==> src/rtl/alu_pkg.sv <==
// alu_pkg: ALU op codes, command encodings and sequencer states shared by alu_seq_ctrl.
package alu_pkg;
  localparam logic [3:0] ALU_ADD  = 4'b0000;
  localparam logic [3:0] ALU_SRL1 = 4'b1100;
  localparam logic [3:0] ALU_SLL1 = 4'b1101;
  localparam logic [1:0] CMD_SLL = 2'b00;
  localparam logic [1:0] CMD_SRL = 2'b01;
  localparam logic [1:0] CMD_MUL = 2'b10;
  localparam logic [1:0] CMD_RSV = 2'b11;
  localparam logic [2:0] ST_IDLE    = 3'd0;
  localparam logic [2:0] ST_SHIFT   = 3'd1;
  localparam logic [2:0] ST_MUL_ADD = 3'd2;
  localparam logic [2:0] ST_MUL_SHL = 3'd3;
  localparam logic [2:0] ST_DONE    = 3'd4;
endpackage

==> src/rtl/alu_seq_ctrl.sv <==
// alu_seq_ctrl: sequences an external single-cycle ALU to perform multi-bit shifts and shift-add multiply.
module alu_seq_ctrl
  import alu_pkg::*;
#(
  parameter int WIDTH = 32
) (
  input  logic             clk,
  input  logic             rst,
  input  logic             in_valid,
  output logic             in_ready,
  input  logic [1:0]       in_cmd,
  input  logic [WIDTH-1:0] in_a,
  input  logic [WIDTH-1:0] in_b,
  output logic             out_valid,
  input  logic             out_ready,
  output logic [WIDTH-1:0] out_result,
  output logic             out_zero,
  output logic             out_err,
  output logic [WIDTH-1:0] alu_a,
  output logic [WIDTH-1:0] alu_b,
  output logic [3:0]       alu_op,
  input  logic [WIDTH-1:0] alu_result
);
  logic [2:0] state_q, state_d;
  logic [WIDTH-1:0] work_q, work_d, acc_q, acc_d, mcand_q, mcand_d;
  logic [WIDTH-1:0] mplier_q, mplier_d, result_q, result_d;
  logic [4:0] count_q, count_d;
  logic srl_q, srl_d, err_q, err_d;
  logic st_shift, st_madd, st_mshl;
  assign st_shift  = state_q == ST_SHIFT;
  assign st_madd   = state_q == ST_MUL_ADD;
  assign st_mshl   = state_q == ST_MUL_SHL;
  assign in_ready  = state_q == ST_IDLE;
  assign out_valid = state_q == ST_DONE;
  assign out_result = out_valid ? result_q : '0;
  assign out_zero   = out_valid && result_q == '0;
  assign out_err    = out_valid && err_q;
  assign alu_op = st_shift ? (srl_q ? ALU_SRL1 : ALU_SLL1) : st_mshl ? ALU_SLL1 : ALU_ADD;
  assign alu_a  = st_shift ? work_q : st_madd ? acc_q : st_mshl ? mcand_q : '0;
  assign alu_b  = (st_madd && mplier_q[0]) ? mcand_q : '0;
  always_comb begin
    state_d  = state_q;
    work_d   = work_q;
    acc_d    = acc_q;
    mcand_d  = mcand_q;
    mplier_d = mplier_q;
    result_d = result_q;
    count_d  = count_q;
    srl_d    = srl_q;
    err_d    = err_q;
    case (state_q)
      ST_IDLE: if (in_valid) begin
        srl_d    = in_cmd == CMD_SRL;
        err_d    = in_cmd == CMD_RSV;
        work_d   = in_a;
        count_d  = in_b[4:0];
        acc_d    = '0;
        mcand_d  = in_a;
        mplier_d = in_b;
        result_d = '0;
        if (in_cmd == CMD_RSV)
          state_d = ST_DONE;
        else if (in_cmd == CMD_MUL)
          state_d = (in_b == '0) ? ST_DONE : ST_MUL_ADD;
        else if (in_b[4:0] == 5'd0) begin
          state_d  = ST_DONE;
          result_d = in_a;
        end else
          state_d = ST_SHIFT;
      end
      ST_SHIFT: begin
        work_d  = alu_result;
        count_d = count_q - 5'd1;
        if (count_q == 5'd1) begin
          state_d  = ST_DONE;
          result_d = alu_result;
        end
      end
      ST_MUL_ADD: begin
        acc_d   = alu_result;
        state_d = ST_MUL_SHL;
      end
      ST_MUL_SHL: begin
        mcand_d  = alu_result;
        mplier_d = mplier_q >> 1;
        if (mplier_d == '0) begin
          state_d  = ST_DONE;
          result_d = acc_q;
        end else
          state_d = ST_MUL_ADD;
      end
      ST_DONE: if (out_ready) state_d = ST_IDLE;
      default: state_d = ST_IDLE;
    endcase
  end
  always_ff @(posedge clk) begin
    if (rst) begin
      state_q  <= ST_IDLE;
      work_q   <= '0;
      acc_q    <= '0;
      mcand_q  <= '0;
      mplier_q <= '0;
      result_q <= '0;
      count_q  <= '0;
      srl_q    <= 1'b0;
      err_q    <= 1'b0;
    end else begin
      state_q  <= state_d;
      work_q   <= work_d;
      acc_q    <= acc_d;
      mcand_q  <= mcand_d;
      mplier_q <= mplier_d;
      result_q <= result_d;
      count_q  <= count_d;
      srl_q    <= srl_d;
      err_q    <= err_d;
    end
  end
endmodule

==> config.mk <==
export PLATFORM = sky130hd
export DESIGN_NAME = alu_seq_ctrl
export DESIGN_NICKNAME = d
export VERILOG_FILES = /design/src/rtl/alu_pkg.sv /design/src/rtl/alu_seq_ctrl.sv
export SDC_FILE = /design/constraint.sdc
export NUM_CORES = 1
export LEC_CHECK = 0
export CORE_MARGIN = 2
export CORE_UTILIZATION = 45
export DETAILED_ROUTE_END_ITERATION = 12
export DONT_BUFFER_PORTS = 1
export GPL_ROUTABILITY_DRIVEN = 1
export PLACE_DENSITY_LB_ADDON = 0.12
export RECOVER_POWER = 50
export REMOVE_ABC_BUFFERS = 1
export SLEW_MARGIN = 40
export SYNTH_ARGS = -nofsm -noshare
export SYNTH_HDL_FRONTEND = slang
export SYNTH_SLANG_ARGS = --single-unit
==> constraint.sdc <==
create_clock -name clk -period 2.84 [get_ports clk]
set_clock_uncertainty 0.05 [all_clocks]
set_input_delay 0.284 -clock clk [delete_from_list [all_inputs] [get_ports clk]]
set_output_delay 0.284 -clock clk [all_outputs]
set_load 0.05 [all_outputs]
==> metrics <==
largest net degree at the start of global routing 124; Peak VDD IR 463.2 µV; fraction of layout instances using a drive strength above 1 0.1691; Max Fclk 371.1 MHz; R2R depth 7; Post-DP Area 10100 µm²; fin crit share 0.9488; Async SR Flop Fraction 0; CP max stage cell dlygate4sd3_1; initial core utilization 0.4546; number of synthesized flops with an enable pin 0; WS Path Type flip-flop to flip-flop; CTS tree built; via count of the routed design 9506; CTS sink count 170; post-synthesis sequential area ratio 0.3724; total power 7.344 mW; gr ovfl total 0; Synth Cell Area 9139 µm²; Worst Path Required 3.17 ns; n_diodes 0; Seq. cell area 3410 µm²; status complete, no violations; DPL Wire Length 19740 µm; H-tree depth 4; final setup fails 0; Clock Latency Late Sink 0.43 ns; Final Wtd Congestion 0.8588; clk buf depth 2; fin nets 1439; first-pass GRT wire length 50770 µm; cell area after layout 12100 µm²; IO Port Bufs 0; CTS Buf Count 17; Synth cell types 44; Multi-input gate area 5142 µm²; fin crit period 2.695 ns; commonest non-fill, non-tap cell in the layout nand2_1; Root Buffer clkbuf_16; worst hold path type input port to flip-flop; Mapped Cells 1173; Layout fillers 1826; dominant synthesized flop cell dfxtp_1; ANT nets after route 0; slew of the pin with the lowest slew margin 0.9182 ns; initial antenna violation count 0; vias in the first global route 9171; Hold Crit Depth 2; Vias/cell 5.875; Core Footprint 20100 µm²; final hold violations 0; CP max stage delay 0.57 ns; Horiz. Die Dim 146.5 µm; clock-pin slew of the registers on the worst-case setup and hold paths 0.07 ns; number of top-level design ports 206; total power per unit cell area 606.8 nW/µm²; WL/cell 20.20 µm; DRT iter0 DRCs 695; 1st-pass router iterations 5; WL final 32690 µm; nature of the critical path endpoint flip-flop; Avg Inst Size Synth 7.791 µm²; crit-path max FO 32; number of cell rows 52; max cap viols 0; P_leak 4.812 nW; Slew Viols, Final 0; Syn. warnings 0; DR DRC count 0; #FFs+latches synth 170; die area 21460 µm²; Arr. time, crit path 3.02 ns; CP cell instances nor4_1 -> nand4_1 -> o21ai_4 -> buf_4 -> a21oi_1 -> a211oi_2 -> dlygate4sd3_1; CP startpoint kind flip-flop; commonest non-fill, non-tap cells in the layout nand2_1 (241), dfxtp_1 (167), nor2_1 (140); layout overhead on the synthesized area 32.43%; die height 146.5 µm; worst relative slew slack 0.3878; Global Route Usage Sum 0.2961
==> report_power, final <==
part	total, mW	leakage, nW	internal [mW]	switching, mW
clock	2.53	0.299	1.46	1.07
sequential	2.87	1.40	2.65	0.218
combinational	1.94	3.12	0.754	1.19
total	7.34	4.81	4.86	2.48
==> timing repair <==
item	CTS	global route
hold buffers	136	0
hold endpoints to repair	169	0
resized for setup	0	1
buffers inserted	0	1
endpoints found under the setup margin	0	12
==> through the flow <==
step           std cells  hold slack [ns]    TNS, ns  setup slack [ns]  utilization
2_1_floorplan       1060           0.2986    -434.41            -2.573            -
3_3_place_gp        1449           0.3421          0            0.6006       0.5023
3_5_place_dp        1449           0.3291          0            0.5752       0.5023
4_1_cts             1617         0.001146          0            0.1086       0.6024
5_1_grt             1618         0.003883  -0.003398         -0.003398       0.6020
6_report            1618         0.008150          0            0.1453       0.6020
==> worst paths after layout <==
kind                             startpoint                         to  slack [ns]
setup reg to reg  mplier_q[19]$_SDFFE_PP0P_  result_q[20]$_SDFFE_PP0P_        0.15
setup / recovery  mplier_q[19]$_SDFFE_PP0P_  result_q[20]$_SDFFE_PP0P_        0.15
hold / removal                     in_a[11]   mcand_q[11]$_SDFFE_PP0P_       0.008
hold reg to reg          srl_q$_SDFFE_PP0P_         srl_q$_SDFFE_PP0P_        0.40
==> sequential cells by signal (all words and copies together), names as in the netlist <==
signal	count
state_q	3
acc_q	32
mplier_q	32
count_q	5
mcand_q	32
work_q	32
err_q	1
srl_q	1
result_q	32
==> logic make-up after synthesis <==
kind of cell / Yosys count / synth area share
other: 1 / 0.0004103
AOI/OAI and AO/OA: 279 / 0.2163
and+or+nand+nor: 539 / 0.2623
DFF: 170 / 0.3724
adders and majority gates: 2 / 0.002738
buffers and inverters: 117 / 0.07106
muxes: 65 / 0.07475
==> cell usage after synthesis, types with 2 or more instances <==
library cell / count / share of area
and3_1: 65 / 0.044
dfxtp_1: 170 / 0.37
nor3_4: 2 / 0.0036
buf_8: 2 / 0.0033
a31oi_1: 41 / 0.028
nor3_1: 4 / 0.0022
nand3_1: 35 / 0.019
nand2b_1: 5 / 0.0034
dlymetal6s2s_1: 3 / 0.0041
buf_6: 9 / 0.011
nor4_1: 23 / 0.016
a211oi_2: 30 / 0.041
buf_1: 4 / 0.0016
a211oi_1: 3 / 0.0025
buf_2: 33 / 0.018
nand4_1: 4 / 0.0027
and2_1: 3 / 0.0021
a311oi_1: 58 / 0.056
clkbuf_1: 52 / 0.021
mux2_2: 26 / 0.032
a22oi_1: 26 / 0.021
nor2_1: 143 / 0.059
dlygate4sd1_1: 2 / 0.0019
or2_2: 2 / 0.0014
mux2i_1: 39 / 0.043
nand2_1: 243 / 0.10
clkbuf_8: 2 / 0.0030
inv_1: 4 / 0.0016
o21ai_0: 5 / 0.0027
ha_1: 2 / 0.0027
nand3b_1: 3 / 0.0025
o21ai_1: 2 / 0.0011
buf_4: 6 / 0.0049
a21oi_1: 110 / 0.060
nor2b_1: 3 / 0.0021
==> cell type report <==
cell class                 instances  share of cell area
timing repair buffer             256              0.2119
inverter                           4            0.001241
tap                              270             0.02791
clock buffer                      18             0.03722
sequential                       170              0.2817
clock inverter                    14             0.01509
multi-input combinational        886              0.4249
==> metal layers <==
layer / track usage / wire length [µm] / vias up
li1: - / - / 4509
met1: 0.3881 / 13940 / 4560
met2: 0.4866 / 15370 / 388
met3: 0.06375 / 2518 / 49
met4: 0.09806 / 855 / 0
met5: 0 / 0 / -
==> worst max-delay path: cells and delay by family, from the launching register on <==
| family | cells | cell delay (ns) |
|---|---|---|
| and+or+nand+nor | 2 | 0.72 |
| buffers and inverters | 2 | 0.93 |
| AOI/OAI and AO/OA | 3 | 0.58 |
| DFF | 1 | 0.34 |
(Power assumes the default switching activity.)
